## config.mk

```make
export PLATFORM = sky130hd
export DESIGN_NAME = mips_muldiv_unit
export DESIGN_NICKNAME = d
export VERILOG_FILES = /design/src/rtl/mips_pkg.sv /design/src/rtl/mips_muldiv_core.sv /design/src/rtl/mips_muldiv_unit.sv
export SDC_FILE = /design/constraint.sdc
export NUM_CORES = 1
export LEC_CHECK = 0
export CAP_MARGIN = 40
export CELL_PAD_IN_SITES_DETAIL_PLACEMENT = 2
export CELL_PAD_IN_SITES_GLOBAL_PLACEMENT = 2
export CORE_ASPECT_RATIO = 0.9
export CORE_MARGIN = 2
export CORE_UTILIZATION = 31
export DETAILED_ROUTE_END_ITERATION = 7
export PLACE_DENSITY_LB_ADDON = 0.1
export SYNTH_ARGS = -nofsm -noshare
export SYNTH_HDL_FRONTEND = slang
export SYNTH_SLANG_ARGS = --single-unit
```

## constraint.sdc

```tcl
create_clock -name clk -period 3.7 [get_ports clk]
set_clock_uncertainty 0.2 [all_clocks]
set_input_delay 0.74 -clock clk [delete_from_list [all_inputs] [get_ports clk]]
set_output_delay 0.74 -clock clk [all_outputs]
set_load 0.1 [all_outputs]
```

## src/rtl/mips_pkg.sv

```systemverilog
`default_nettype none
// ============================================================================
// mips_pkg : shared constants, op encodings and FSM state for the mul/div unit
// Rev 1.0
// ============================================================================
package mips_pkg;

    localparam int XLEN  = 32;
    localparam int CNT_W = $clog2(XLEN);

    localparam logic [1:0] MD_MULT  = 2'b00;
    localparam logic [1:0] MD_MULTU = 2'b01;
    localparam logic [1:0] MD_DIV   = 2'b10;
    localparam logic [1:0] MD_DIVU  = 2'b11;

    typedef enum logic [1:0] {
        ST_IDLE = 2'd0,
        ST_CALC = 2'd1,
        ST_FIN  = 2'd2
    } md_state_e;

    // Magnitude of a possibly-signed operand; 0x80000000 maps to itself as unsigned.
    function automatic logic [XLEN-1:0] md_mag(input logic [XLEN-1:0] x, input logic is_signed);
        return (is_signed && x[XLEN-1]) ? (~x + 1'b1) : x;
    endfunction

endpackage
`default_nettype wire

```

## src/rtl/mips_muldiv_core.sv

```systemverilog
`default_nettype none
// ============================================================================
// mips_muldiv_core : radix-2 shift-add multiply / restoring divide on magnitudes
// Rev 1.0
// ============================================================================
module mips_muldiv_core
    import mips_pkg::*;
(
    input  logic            clk,
    input  logic            rst_n,
    input  logic            load,
    input  logic            step,
    input  logic            is_div,
    input  logic [XLEN-1:0] a_mag,
    input  logic [XLEN-1:0] b_mag,
    output logic [XLEN-1:0] hi_raw,
    output logic [XLEN-1:0] lo_raw
);

    logic [2*XLEN-1:0] acc_q, acc_d;
    logic [XLEN-1:0]   opnd_q, opnd_d;
    logic              is_div_q, is_div_d;
    logic [XLEN:0]     w_sum;
    logic [XLEN:0]     w_shifted;
    logic [XLEN:0]     w_diff;

    // Multiply: acc = {partial product, multiplier}. Divide: acc = {remainder, quotient}.
    always_comb begin
        acc_d     = acc_q;
        opnd_d    = opnd_q;
        is_div_d  = is_div_q;
        w_sum     = {1'b0, acc_q[2*XLEN-1:XLEN]} + (acc_q[0] ? {1'b0, opnd_q} : {(XLEN+1){1'b0}});
        w_shifted = acc_q[2*XLEN-1:XLEN-1];
        w_diff    = w_shifted - {1'b0, opnd_q};
        if (load) begin
            is_div_d = is_div;
            opnd_d   = is_div ? b_mag : a_mag;
            acc_d    = {{XLEN{1'b0}}, (is_div ? a_mag : b_mag)};
        end else if (step) begin
            if (is_div_q) begin
                if (!w_diff[XLEN])
                    acc_d = {w_diff[XLEN-1:0], acc_q[XLEN-2:0], 1'b1};
                else
                    acc_d = {w_shifted[XLEN-1:0], acc_q[XLEN-2:0], 1'b0};
            end else begin
                acc_d = {w_sum, acc_q[XLEN-1:1]};
            end
        end
    end

    always_ff @(posedge clk) begin
        if (!rst_n) begin
            acc_q    <= '0;
            opnd_q   <= '0;
            is_div_q <= 1'b0;
        end else begin
            acc_q    <= acc_d;
            opnd_q   <= opnd_d;
            is_div_q <= is_div_d;
        end
    end

    assign hi_raw = acc_q[2*XLEN-1:XLEN];
    assign lo_raw = acc_q[XLEN-1:0];

endmodule
`default_nettype wire

```

## src/rtl/mips_muldiv_unit.sv

```systemverilog
`default_nettype none
// ============================================================================
// mips_muldiv_unit : iterative MULT/MULTU/DIV/DIVU with HI/LO and start/busy/done
// Rev 1.0
// ============================================================================
module mips_muldiv_unit
    import mips_pkg::*;
(
    input  logic            clk,
    input  logic            rst_n,
    input  logic            start,
    input  logic [1:0]      op,
    input  logic [XLEN-1:0] a,
    input  logic [XLEN-1:0] b,
    input  logic            flush,
    input  logic            mthi,
    input  logic            mtlo,
    input  logic [XLEN-1:0] wdata,
    output logic            busy,
    output logic            done,
    output logic [XLEN-1:0] hi,
    output logic [XLEN-1:0] lo
);

    localparam logic [CNT_W-1:0] C_LAST = CNT_W'(XLEN - 1);

    md_state_e         state_q, state_d;
    logic [CNT_W-1:0]  cnt_q, cnt_d;
    logic [1:0]        op_q, op_d;
    logic              neg_lo_q, neg_lo_d;
    logic              neg_hi_q, neg_hi_d;
    logic              div0_q, div0_d;
    logic [XLEN-1:0]   a_raw_q, a_raw_d;
    logic [XLEN-1:0]   hi_q, hi_d;
    logic [XLEN-1:0]   lo_q, lo_d;
    logic              done_q, done_d;

    logic              w_load;
    logic              w_step;
    logic              w_signed;
    logic [XLEN-1:0]   w_hi_raw;
    logic [XLEN-1:0]   w_lo_raw;
    logic [2*XLEN-1:0] w_prod;

    assign w_signed = ~op[0];
    assign w_prod   = {w_hi_raw, w_lo_raw};

    mips_muldiv_core u_core (
        .clk    (clk),
        .rst_n  (rst_n),
        .load   (w_load),
        .step   (w_step),
        .is_div (op[1]),
        .a_mag  (md_mag(a, w_signed)),
        .b_mag  (md_mag(b, w_signed)),
        .hi_raw (w_hi_raw),
        .lo_raw (w_lo_raw)
    );

    always_comb begin
        state_d  = state_q;
        cnt_d    = cnt_q;
        op_d     = op_q;
        neg_lo_d = neg_lo_q;
        neg_hi_d = neg_hi_q;
        div0_d   = div0_q;
        a_raw_d  = a_raw_q;
        hi_d     = hi_q;
        lo_d     = lo_q;
        done_d   = 1'b0;
        w_load   = 1'b0;
        w_step   = 1'b0;
        case (state_q)
            ST_IDLE: begin
                if (start && !flush) begin
                    w_load   = 1'b1;
                    state_d  = ST_CALC;
                    cnt_d    = '0;
                    op_d     = op;
                    neg_lo_d = w_signed & (a[XLEN-1] ^ b[XLEN-1]);
                    neg_hi_d = w_signed & op[1] & a[XLEN-1];
                    div0_d   = op[1] & (b == '0);
                    a_raw_d  = a;
                end else if (!start) begin
                    // A start in the same cycle blocks HI/LO moves, even if flushed.
                    if (mthi) hi_d = wdata;
                    if (mtlo) lo_d = wdata;
                end
            end
            ST_CALC: begin
                if (flush) begin
                    state_d = ST_IDLE;
                end else begin
                    w_step = 1'b1;
                    cnt_d  = cnt_q + 1'b1;
                    if (cnt_q == C_LAST) state_d = ST_FIN;
                end
            end
            ST_FIN: begin
                state_d = ST_IDLE;
                if (!flush) begin
                    done_d = 1'b1;
                    if (op_q[1]) begin
                        if (div0_q) begin
                            lo_d = '1;
                            hi_d = a_raw_q;
                        end else begin
                            lo_d = neg_lo_q ? -w_lo_raw : w_lo_raw;
                            hi_d = neg_hi_q ? -w_hi_raw : w_hi_raw;
                        end
                    end else begin
                        {hi_d, lo_d} = neg_lo_q ? -w_prod : w_prod;
                    end
                end
            end
            default: state_d = ST_IDLE;
        endcase
    end

    always_ff @(posedge clk) begin
        if (!rst_n) begin
            state_q  <= ST_IDLE;
            cnt_q    <= '0;
            op_q     <= MD_MULT;
            neg_lo_q <= 1'b0;
            neg_hi_q <= 1'b0;
            div0_q   <= 1'b0;
            a_raw_q  <= '0;
            hi_q     <= '0;
            lo_q     <= '0;
            done_q   <= 1'b0;
        end else begin
            state_q  <= state_d;
            cnt_q    <= cnt_d;
            op_q     <= op_d;
            neg_lo_q <= neg_lo_d;
            neg_hi_q <= neg_hi_d;
            div0_q   <= div0_d;
            a_raw_q  <= a_raw_d;
            hi_q     <= hi_d;
            lo_q     <= lo_d;
            done_q   <= done_d;
        end
    end

    assign busy = (state_q != ST_IDLE);
    assign done = done_q;
    assign hi   = hi_q;
    assign lo   = lo_q;

endmodule
`default_nettype wire
```

==> results.toml <==
[run_status]
status = "finished clean"

[placement]
preCtsSetupSlack_ps = -258
place_congestion = 0.934
place_area_mm2 = 0.0217
dp.cells = 3344
port_buffers = 169
hpwl_um = 79000

[setup_path]
crit_end = "u_core.acc_q[48]"
crit_type = "reg -> reg"
end_kind = "flip-flop"
worstPathCellList = "inv_1, buf_12, buf_4, nor2_1, buf_4, ha_1, buf_4, buf_4, and3_1, and3_1, a211oi_1, xor2_1, nor3_1, a21oi_1, buf_4, o22ai_1"
reg2reg_slack_ps = 30
cpMostUsedCell = "buf_4"
slowest_delay_ps = 420
cp_data_required_time_ps = 3960
critPathTopFamily = "buffers and inverters"
cp_slowest_cell = "xor2_1"
cp_max_fo = 9
crit_start = "u_core.acc_q[0]"
rr_worst_depth = 16
cp.depth = 16
worst-path-buf-inv = 7
cp-start-kind = "flip-flop"
worst_ep_arrival_time_ps = 3930
timing.rr.end = "u_core.acc_q[48]"
rr_startpoint = "u_core.acc_q[0]"

[die]
core_mm2 = 0.0545
io_pins = 170
rows = 81
floorplan.initialDensity_pct = 31.4
die_h_um = 227
dieArea_mm2 = 0.0572
die_x_um = 252

[sta]
setup_violations = 0
period_needed_ps = 3670
rsz0062_at_grt = "yes"
worstMarginPinSlew_ps = 846
clock.fmax_mhz = 273
hold_viol = 0
finalCritPeriodShare_pct = 99.1
drv_slew = 0
slew-limit-headroom_pct = 43.4
worst_hold_slack_ps = 264
layout_setup_ws_ps = 31.7
finalSetupTns_ps = 0

[power]
ir_drop_uv = 293
switching_share_pct = 37.6
p_leak_nw = 8.99
p_per_area_mw_per_mm2 = 362
p_comb_share_pct = 34.0
power_mw = 8.31
intPower_mw = 5.19
pwr-share-clk_pct = 36.9
seq_power_share_pct = 29.1
switching_power_mw = 3.12

[drt]
viasPerCell = 5.98
drt-initial-drc-count = 1822
routed_wl_um = 98600
drc = 0
vias = 20300
final_antenna_net_count = 0
routedWlPerCell_um = 29.0
first_pass_iters = 6

[logic_synthesis]
synthesis.area_mm2 = 0.0171
synth_ff_type = "dfxtp_1"
synth_cell_types = 86
synth_area_leader_cell = "dfxtp_1"
synth.area.top_cells = "dfxtp_1 (24%), nand2_1 (6.4%), xnor2_1 (6.3%)"
synth_nets = 2504
ys_async_sr_fraction_pct = 0
synth.most_common_cell = "nand2_1"
synth_common_cells = "nand2_1 (293), dfxtp_1 (204), nor2_1 (200)"
synth.avg_cell_area_um2 = 7.37
ys_seq_elements = 204
synth-seq-area-share_pct = 23.8
synth_top_area_share_pct = 23.8
yosys_warnings = 0
synth-edff-count = 0
synth_cells = 2328

[min_path]
hold_class = "reg -> reg"
hp-start = "a_raw_q[2]"

[global_route]
grtUsageTotal_pct = 33.5
grt_pass1_vias = 21300
globalRouteOverflowTotal = 0
grt_max_degree = 124
antenna_found_initial = 5
grt_pass1_wl_um = 143000

[cells_and_area]
seqCellArea_mm2 = 0.00409
nFillCells = 6280
areaGrowthSynthToFinish_pct = 33.7
drive_gt1_share_pct = 18.9
nNetsFinal = 2845
fin_cells = 3398
multi_input_comb_area_mm2 = 0.0123
finalInstanceArea_mm2 = 0.0229
post-route-util_pct = 42.0

[cts]
clock_latency_ps = 600
cts_max_level = 1
path_clk_slew_ps = 60
cts_root_buf = "clkbuf_16"
cts_hold_buffers = 0
cts_tree = "built"
cts_buffers = 27
clock_sinks = 204
clock_path_buffers = 3

[run]
cap_violations = 0
==> timing repair <==
action                                  4_1_cts  5_1_grt
resized for setup                             5       43
pin swaps                                     1        6
endpoints found under the setup margin       12       20
setup buffers                                 1        0
==> area by class of cell <==
class                           count  area share [%]
Antenna cell                        3          0.0328
Clock buffer                       33            3.36
Clock inverter                     17            1.07
Inverter                           67            1.11
Multi-Input combinational cell   1875            53.6
Sequential cell                   204            17.9
Tap cell                          705            3.85
Timing Repair Buffer              494            19.2
==> how the worst min path moves through the flow <==
stage,end,slack [ps],depth (start not counted)
after floorplan,a_raw_q[17],240,2
after global placement,hi[7],250,2
after detailed placement,hi[7],250,2
after CTS,a_raw_q[2],270,2
after global routing,a_raw_q[2],290,2
final,a_raw_q[2],260,2
==> worst reg2reg max path, cell delays in order (launching register included) <==
cell	delay (ps)
dfxtp_1	370
inv_1	90
buf_12	140
buf_4	180
nor2_1	170
buf_4	150
ha_1	250
buf_4	150
buf_4	140
and3_1	220
and3_1	190
a211oi_1	300
xor2_1	420
nor3_1	110
a21oi_1	240
buf_4	160
o22ai_1	80
==> sequential cells by signal, indices dropped and copies added (netlist names) <==
signal and cells:
div0_q 1, lo 32, hi 32, u_core.acc_q 64, u_core.opnd_q 32, done 1
cnt_q 5, neg_hi_q 1, a_raw_q 32, neg_lo_q 1, state_q 2, op_q 1
==> layout by cell type, fill, tap and decap left out, types with 7 or more instances in the layout <==
cell             instances
a211oi_1                48
a21boi_0                73
a21o_1                  19
a21oi_1                172
a31oi_1                 17
and2_1                  15
and3_1                  14
buf_4                  326
buf_8                   25
clkbuf_16               28
clkdlybuf4s50_1        130
dfxtp_1                199
ha_1                    64
inv_1                   63
mux2i_1                 56
nand2_1                293
nand2b_1                19
nand3_1                 58
nand3b_1                 7
nand4_1                 21
nor2_1                 197
nor2b_1                 25
nor3_1                  34
nor4_1                  19
o211ai_1                48
o21a_1                  30
o21ai_0                152
o21ai_1                 10
o21bai_1                 8
o221ai_1                51
o22ai_1                 23
o31ai_1                 28
o41ai_1                 11
or2_2                    8
or3_1                   16
or4_1                   12
xnor2_1                121
xor2_1                  73
==> cells by family (layout without fill, tap and decap cells) <==
kind of cell | Yosys count | count (layout) | share of synthesized area (%)
and+or+nand+nor | 775 | 775 | 21.4
AOI/OAI and AO/OA | 769 | 769 | 29.8
buffers and inverters | 249 | 611 | 5.87
DFF | 204 | 204 | 23.8
xor gates and xnor gates | 198 | 198 | 10.2
adders and majority gates | 72 | 72 | 5.34
muxes | 61 | 61 | 3.59
other | 0 | 3 | 0
==> routing by layer <==
metal	wire [µm]	track usage, %
met4	2900	9.58
met1	46000	48.0
met3	7730	7.08
met2	41900	50.5
met5	13	0
==> power groups by stage <==
| stage | logic (mW) | registers (mW) | clock network, mW |
|---|---|---|---|
| 2_1_floorplan | 1.27 | 2.67 | 0 |
| 3_3_place_gp | 2.59 | 2.45 | 0 |
| 3_5_place_dp | 2.72 | 2.46 | 0 |
| 4_1_cts | 2.75 | 2.41 | 3.09 |
| 5_1_grt | 2.98 | 2.42 | 3.17 |
| 6_report | 2.82 | 2.42 | 3.06 |
(Power assumes the default switching activity.)
